`src/rtl/keypad_entry_controller_pkg.sv`:
```
// Shared constants for the keypad entry path: FSM encoding, bus widths and
// the one-hot test used to accept a single key.
package keypad_entry_controller_pkg;

    localparam int KEY_W = 10;
    localparam int BCD_W = 4;
    localparam logic [BCD_W-1:0] BCD_MAX = 4'd9;

    localparam logic [1:0] IDLE         = 2'd0;
    localparam logic [1:0] DEBOUNCE     = 2'd1;
    localparam logic [1:0] CAPTURE      = 2'd2;
    localparam logic [1:0] WAIT_RELEASE = 2'd3;

    // True when exactly one key bit is set.
    function automatic logic is_onehot(input logic [KEY_W-1:0] v);
        return (v != '0) && ((v & (v - 1'b1)) == '0);
    endfunction

endpackage

```
`src/rtl/keypad_entry_controller_bcd_shift_reg4.sv`:
```
// Four-digit MM:SS entry register. New digits enter at seconds-ones and push
// the older digits left; the oldest minutes-tens digit falls off the end.
module keypad_entry_controller_bcd_shift_reg4
    import keypad_entry_controller_pkg::*;
(
    input  logic             clock,
    input  logic             clearn,
    input  logic             clear_entry,
    input  logic             shift_en,
    input  logic [BCD_W-1:0] din,
    output logic [BCD_W-1:0] sec_ones,
    output logic [BCD_W-1:0] sec_tens,
    output logic [BCD_W-1:0] min_ones,
    output logic [BCD_W-1:0] min_tens,
    output logic             digit_strobe
);

    // Digit shift with clear taking priority; a cleared shift gets no strobe.
    always_ff @(posedge clock) begin
        if (!clearn) begin
            sec_ones     <= '0;
            sec_tens     <= '0;
            min_ones     <= '0;
            min_tens     <= '0;
            digit_strobe <= 1'b0;
        end else if (clear_entry) begin
            sec_ones     <= '0;
            sec_tens     <= '0;
            min_ones     <= '0;
            min_tens     <= '0;
            digit_strobe <= 1'b0;
        end else begin
            digit_strobe <= shift_en;
            if (shift_en) begin
                min_tens <= min_ones;
                min_ones <= sec_tens;
                sec_tens <= sec_ones;
                sec_ones <= din;
            end
        end
    end

endmodule

```
`src/rtl/keypad_entry_controller.sv`:
```
// Keypad front end for microwave time entry: registers and debounces the
// keypad, pulses the BCD encoder once per accepted key, and shifts the
// returned digit into the entry register.
//
// state        | meaning
// -------------+-----------------------------------------------------------
// IDLE         | waiting for a single key while unlocked
// DEBOUNCE     | counting cycles the captured pattern stays unchanged
// CAPTURE      | encoder enabled for one cycle, digit sampled on exit
// WAIT_RELEASE | digit taken; wait for all keys released before re-arming
module keypad_entry_controller
    import keypad_entry_controller_pkg::*;
#(
    parameter int DEBOUNCE_CYCLES = 4,
    parameter int CNT_W           = 3
) (
    input  logic             clock,
    input  logic             clearn,
    input  logic [KEY_W-1:0] keyboard,
    input  logic             lock,
    input  logic             clear_entry,
    output logic [KEY_W-1:0] enc_keyboard,
    output logic             enc_enablen,
    input  logic [BCD_W-1:0] enc_bcd,
    output logic [BCD_W-1:0] sec_ones,
    output logic [BCD_W-1:0] sec_tens,
    output logic [BCD_W-1:0] min_ones,
    output logic [BCD_W-1:0] min_tens,
    output logic             digit_strobe,
    output logic             entry_nonzero
);

    localparam logic [CNT_W-1:0] CNT_LAST = CNT_W'(DEBOUNCE_CYCLES - 1);

    logic [1:0]       state;
    logic [KEY_W-1:0] key_q;
    logic [KEY_W-1:0] pat;
    logic [CNT_W-1:0] cnt;
    logic             shift_en;

    // Input register; also the pattern presented to the encoder.
    always_ff @(posedge clock) begin
        if (!clearn) key_q <= '0;
        else         key_q <= keyboard;
    end

    // Sequencing FSM with the debounce counter.
    always_ff @(posedge clock) begin
        if (!clearn) begin
            state <= IDLE;
            pat   <= '0;
            cnt   <= '0;
        end else begin
            case (state)
                IDLE: begin
                    if (is_onehot(key_q) && !lock) begin
                        state <= DEBOUNCE;
                        pat   <= key_q;
                        cnt   <= '0;
                    end
                end
                DEBOUNCE: begin
                    if (lock || (key_q != pat)) state <= IDLE;
                    else if (cnt == CNT_LAST)   state <= CAPTURE;
                    else                        cnt   <= cnt + 1'b1;
                end
                CAPTURE:      state <= WAIT_RELEASE;
                WAIT_RELEASE: if (key_q == '0) state <= IDLE;
                default:      state <= IDLE;
            endcase
        end
    end

    assign enc_keyboard  = key_q;
    assign enc_enablen   = (state != CAPTURE);
    // Out-of-range encoder codes and a late lock both drop the digit.
    assign shift_en      = (state == CAPTURE) && (enc_bcd <= BCD_MAX) && !lock;
    assign entry_nonzero = |{min_tens, min_ones, sec_tens, sec_ones};

    keypad_entry_controller_bcd_shift_reg4 u_digits (
        .clock        (clock),
        .clearn       (clearn),
        .clear_entry  (clear_entry),
        .shift_en     (shift_en),
        .din          (enc_bcd),
        .sec_ones     (sec_ones),
        .sec_tens     (sec_tens),
        .min_ones     (min_ones),
        .min_tens     (min_tens),
        .digit_strobe (digit_strobe)
    );

endmodule

```
`config.mk`:
```
export PLATFORM = sky130hd
export DESIGN_NAME = keypad_entry_controller
export DESIGN_NICKNAME = d
export VERILOG_FILES = /design/src/rtl/keypad_entry_controller_pkg.sv /design/src/rtl/keypad_entry_controller_bcd_shift_reg4.sv /design/src/rtl/keypad_entry_controller.sv
export SDC_FILE = /design/constraint.sdc
export NUM_CORES = 1
export LEC_CHECK = 0
export CORE_MARGIN = 10
export CORE_UTILIZATION = 45
export DETAILED_ROUTE_END_ITERATION = 6
export PLACE_DENSITY_LB_ADDON = 0.15
export RECOVER_POWER = 100
export SLEW_MARGIN = 20
export SYNTH_ARGS = -nofsm -noshare
export SYNTH_HDL_FRONTEND = slang
export SYNTH_SLANG_ARGS = --single-unit
```
`constraint.sdc`:
```
create_clock -name clock -period 4.2 [get_ports clock]
set_clock_uncertainty 0.15 [all_clocks]
set_input_delay 0.42 -clock clock [delete_from_list [all_inputs] [get_ports clock]]
set_output_delay 0.42 -clock clock [all_outputs]
set_load 0.03 [all_outputs]
```
-- After elaboration in Yosys (flattened, before gate mapping)
Index checks and enable logic that the tools add are counted.
- word-level logic and storage cells: 50
- output and inout bits: 29
- flip-flop bits (word level): 42
- input port bits: 18
- reductions and logical operators: 16
- bitwise gates (word level): 2
- mux-type cells: 9
- eq/ne operators: 11
- $add $sub $neg: 2
- magnitude comparators: 1
- operator list (cell ; number):
    10-bit logical NOT ; 2
    16-bit OR reduction ; 1
    10-bit bitwise AND ; 1
    10-bit != test ; 1
    2-bit != test, second input constant ; 5
    10-bit nonzero test ; 1
    10-bit by 1-bit subtractor with 10-bit output, second input constant ; 1
    3-bit 2-to-1 mux ; 3
    2-bit 2-to-1 mux ; 4
    2-bit case mux with 4 select lines ; 1
    3-bit case mux with 2 select lines ; 1
    2-bit equality test, second input constant ; 2
    4-bit less-or-equal comparator, second input constant ; 1
    1-bit logical AND ; 4
    4-bit AND reduction ; 1
    3-bit by 1-bit adder with 3-bit output, second input constant ; 1
    3-bit by 2-bit equality test with 1-bit output, second input constant ; 1
    3-bit != test, second input constant ; 1
    3-bit AND reduction ; 1
    2-bit by 1-bit equality test with 1-bit output, second input constant ; 1
    2-bit logical NOT ; 1
    2-bit AND reduction ; 1
    2-bit nonzero test ; 1
    2-bit OR reduction ; 1
    other kinds (3) ; 3

-- Depth between registers and ports, before layout
- depth after elaboration: 7
- depth in mapped cells: 7
- gate-level depth less buffers: 7

-- Cells and area by module
From an unflattened synthesis, not the netlist that was laid out.
- cell total of the unflattened synthesis: 189
- area total of the unflattened synthesis: 1878.1 um^2
- by module, submodules not included (module ; cells an instance ; area each (um^2) ; times used ; sequential area each (um^2)):
    keypad_entry_controller ; 133 ; 1256.2 ; 1 ; 500.5
    keypad_entry_controller_bcd_shift_reg4 ; 56 ; 621.8 ; 1 ; 340.3

-- Worst setup path after synthesis
OpenSTA, ideal clock, no wires.
- path type: reg2reg
- start: register key_q[1] (netlist: enc_keyboard[1])
- end: register cnt[0]
- clock period less this slack: 2.323 ns
- cell stages (with the launch flop): 6
- slack: 1.877 ns
- data required time: 3.923 ns
- arrival time: 2.046 ns
- setup time: 0.127 ns
- path buffers: 0
- cell sequence: dfxtp_1 -> or4_4 -> o21a_1 -> a311o_1 -> a2111oi_4 -> o21ai_1
- word-level cells in the longest chain between the ends: 7
- elaborated cells on any way between the ends: 11
- those cells by class: add/sub (1); eq/ne (3); bitwise (1); reduce/logical (6)
- ends and longest elaborated chain (item ; line ; RTL):
    start: declaration ; keypad_entry_controller.sv:36 ; logic [KEY_W-1:0] key_q;
    start signal: assignment ; keypad_entry_controller.sv:44 ; else key_q <= keyboard;
    10-bit by 1-bit subtractor with 10-bit output ; keypad_entry_controller_pkg.sv:16 ; return (v != '0) && ((v & (v - 1'b1)) == '0);
    10-bit bitwise AND ; keypad_entry_controller_pkg.sv:16 ;
    10-bit logical NOT ; keypad_entry_controller_pkg.sv:16 ;
    1-bit logical AND ; keypad_entry_controller_pkg.sv:16 ;
    1-bit logical AND ; keypad_entry_controller.sv:56 ; if (is_onehot(key_q) && !lock) begin
    2-bit != test (no line) ; -- ;
    4-bit AND reduction (no line) * ; -- ;
    end signal: assignment ; keypad_entry_controller.sv:65 ; else cnt <= cnt + 1'b1;
    end: declaration ; keypad_entry_controller.sv:38 ; logic [CNT_W-1:0] cnt;
Every way passes the cells marked *; elsewhere a longest branch is shown, timed or not.
A chain may end at the register's enable or synchronous reset.

-- Final worst setup path
- start: register key_q[1] (netlist: enc_keyboard[1])
- end: register pat[7]
- word-level cells in the longest chain between the ends: 6
- elaborated cells on any way between the ends: 7
- those cells by class: add/sub (1); bitwise (1); reduce/logical (5)
- ends and longest elaborated chain (item ; line ; RTL):
    10-bit by 1-bit subtractor with 10-bit output ; keypad_entry_controller_pkg.sv:16 ;
    10-bit bitwise AND ; keypad_entry_controller_pkg.sv:16 ;
    10-bit logical NOT ; keypad_entry_controller_pkg.sv:16 ;
    1-bit logical AND * ; keypad_entry_controller_pkg.sv:16 ;
    1-bit logical AND * ; keypad_entry_controller.sv:56 ;
    2-bit AND reduction (no line) * ; -- ;
    end signal: assignment ; keypad_entry_controller.sv:58 ; pat <= key_q;
    end: declaration ; keypad_entry_controller.sv:37 ; logic [KEY_W-1:0] pat;
Marks and branches as above.

==> summary.md <==
| Metric | Value |
|---|---|
| RR Startpoint | enc_keyboard[1] |
| Post-synth cell types | 36 |
| CP Cell Sequence | or4_1 > o21a_1 > a311o_1 > a21oi_1 > clkbuf_1 > mux2i_1 |
| Part of the power in registers | 0.508 |
| Worst reg2reg path endpoint | pat[7] |
| Critical Setup Path Class | reg -> reg |
| Sw frac | 0.239 |
| Max-cap check violation count | 0 |
| PortBufs | 46 |
| Sink Count | 42 |
| Critical path peak fanout | 6 |
| Dpl hpwl | 3.17 mm |
| Pwr dens | 336 mW/mm^2 |
| CP Launch Type | register |
| Inserted Clock Buffers | 5 |
| Crit share post-route | 0.705 |
| Least-Margin Pin Slew | 1.36 ns |
| Required time worst endpoint | 4.27 ns |
| Detail Route Antenna Nets | 0 |
| Lkg Pwr | 1.02 nW |
| Reg2Reg Depth | 6 |
| Wire per inst | roughly 14 um |
| Final core occ | 0.610 |
| Status | complete, no violations |
| Buf/Inv on CP | 1 |
| Total grt overflow | 0 |
| # rows | 23 |
| Synth Net Count | 221 |
| Final setup TNS | 0 ns |
| DRT Pass-1 Iters | 4 |
| FILL cells | 361 |
| P_int | 0.000629 W |
| Routed WL | 4.20 mm |
| Initial antenna violation count | 0 |
| DIE WIDTH | around 85 um |
| Postcts setup bufs | 0 |
| Slowest CP cell | or4_1 |
| Root Buffer | clkbuf_8 |
| Area grow syn2layout | 31.0% |
| Starting DRC count in detailed routing | 96 |
| CTS clk-pin slew, worst paths | 0.08 ns |
| Fin. Hold Viols | 0 |
| Pins over their slew limit | 0 |
| Asr flop ratio synth | 0 |
| Ports | 47 |
| Hold path startpoint | pat[6] |
| Overall routing resource usage | 0.119 |
| Drt drc | 0 |
| Post-CTS Resized | 0 |
| RSZ-0062 raised after global routing | no |
| Clk Latency, worst-skew pair | roughly 0.30 ns |
| Worst Hold End | pat[6] |
| # hold bufs at CTS | 0 |
| Max Buffers Root-to-Sink | 2 |
| Worst path arrival time | 3.03 ns |
| Ys Warns | 0 |
| Post-synth EDFFs | 0 |
| Die area | 0.00715 mm^2 |
| Crit-path max cell delay | 0.60 ns |
| Final #Nets | 264 |
| CTS tree | done |
| Fmax | around 340 MHz |
| Vias in the first global route | ~1.5k |
| CP top delay family | compound AO/OA/AOI/OAI gates |
| P_sw | 0.000197 W |
| Cells after synthesis | between 200 and 250 |
| Logic pwr share | 0.109 |
| First-pass GRT wire length | between 7 and 8 mm |
| Clock share of power | 0.382 |
| Core area | 0.00403 mm^2 |
| Htree depth | 2 |
| Post-synthesis sequential area ratio | 0.448 |
| Synth Register Bits | 42 |
| Netlist Area Pre-Place | 0.00188 mm^2 |
| HP Class | reg -> reg |
| Final setup fails | 0 |
| Power Total | 0.000826 W |
| Initial Util | 0.466 |
| Fin crit period | 2.96 ns |
| Routability cong. | 0.810 |
| Max rail drop VDD | about 0.00021 V |
| Share of cells above drive strength 1 | 0.0327 |
| Syn_area_per_cell | 9.33 um^2 |
| Largest net degree at the start of global routing | 38 |
| DR vias | 1,542 |
| Crit end category | register |
| Worst R2R Setup Slack | about 1.2 ns |
| Vias per cell | 5.23 |
| Top FF cell, synth | dfxtp_1 |
| Die Y | between 80 and 90 um |
| Final antenna diode count | 0 |
| Min-Delay Path Depth | 2 |
| Slew margin rel. | 0.0942 |
placed cells by master, fill, tap and decap left out, drive strengths merged, types with 2 or more instances in the layout:
cell	n
a31oi	2
nand3	5
o21ai	6
inv	7
dfxtp	42
nand4b	2
nand2b	2
nor3	3
dlygate4sd3	31
nand2	22
and2	10
ha	2
a21oi	2
nand4	4
or4	5
nor4	6
nor2	20
clkdlybuf4s50	15
xnor2	10
mux2i	26
a32oi	2
clkbuf	8
power groups by stage:
stage	clock network, W	logic, W	registers (W)
floorplan	0	0.0000529	0.000434
global placement	0	0.0000952	0.000429
detailed placement	0	0.0000954	0.000430
CTS	0.000323	0.0000960	0.000420
global route	0.000340	0.0000987	0.000422
finish	0.000316	0.0000903	0.000420
cell families (layout without fill, tap and decap cells):
group	count (synthesis)	after routing	share of synthesized area
XOR/XNOR	11	11	0.0514
multiplexers	26	26	0.139
AND/OR/NAND/NOR	79	79	0.210
buffers and inverters	19	63	0.0407
AO/OA/AOI/OAI	21	21	0.0921
adder cells (fa/ha/maj)	3	3	0.0187
flip-flops	42	42	0.448
final cells by class:
| cell class | instances | area [um^2] | share of cell area |
|---|---|---|---|
| clock inverters | 2 | 37.5 | 0.0153 |
| flip-flops and latches | 42 | 841 | 0.342 |
| multi-input cells | 140 | 950 | 0.386 |
| inverters | 7 | 26.3 | 0.0107 |
| clock buffers | 6 | 72.6 | 0.0295 |
| well taps | 50 | 62.6 | 0.0255 |
| repair buffers | 48 | 468 | 0.190 |
synthesized netlist by cell type, types with 4 or more instances:
cell / n / share of area
and2_1: 10 / 0.033
clkbuf_1: 9 / 0.018
dfxtp_1: 42 / 0.45
inv_1: 7 / 0.014
mux2i_1: 26 / 0.14
nand2_1: 22 / 0.044
nand3_1: 5 / 0.013
nand4_1: 4 / 0.013
nor2_1: 20 / 0.040
nor4_1: 6 / 0.020
or4_1: 4 / 0.016
xnor2_1: 10 / 0.047
worst register-to-register path: cells and delay by family (launching register included):
kind                   cells  cell delay (ns)
flip-flops                 1             0.37
buffers and inverters      1             0.36
multiplexers               1             0.23
AND/OR/NAND/NOR            1             0.61
AO/OA/AOI/OAI              3             1.16
metrics by stage:
step,instances,hold slack [ns],cell area (um^2),worst slack (ns)
after global placement,287,0.309,2360,1.49
after floorplan,201,0.297,1880,1.88
after CTS,295,0.326,2470,1.38
after global routing,295,0.336,2460,1.05
final,295,0.324,2460,1.24
after detailed placement,287,0.315,2360,1.42
flip-flops by register name, indices dropped and copies added, names as in the netlist, named ones only:
register,count
enc_keyboard,10
u_digits.min_tens,4
state,1
u_digits.digit_strobe,1
cnt,3
pat,10
u_digits.sec_ones,4
u_digits.sec_tens,4
u_digits.min_ones,4
worst max path at each step:
stage,slack (ns),endpoint,from,depth (start not counted)
2_1_floorplan,1.88,cnt[0],enc_keyboard[1],5
3_3_place_gp,1.49,pat[5],enc_keyboard[1],6
3_5_place_dp,1.42,pat[7],enc_keyboard[1],6
4_1_cts,1.38,pat[7],enc_keyboard[1],6
5_1_grt,1.05,pat[8],enc_keyboard[1],6
6_report,1.24,pat[7],enc_keyboard[1],6
metal layers:
metal | track usage | wire, um | up-vias
li1 | - | - | 789
met1 | 0.149 | 2010 | 708
met2 | 0.172 | 1810 | 42
met3 | 0.0589 | 368 | 3
met4 | 0.0404 | 18 | 0
met5 | 0 | 0 | -
Power figures use the tool's default switching activity.
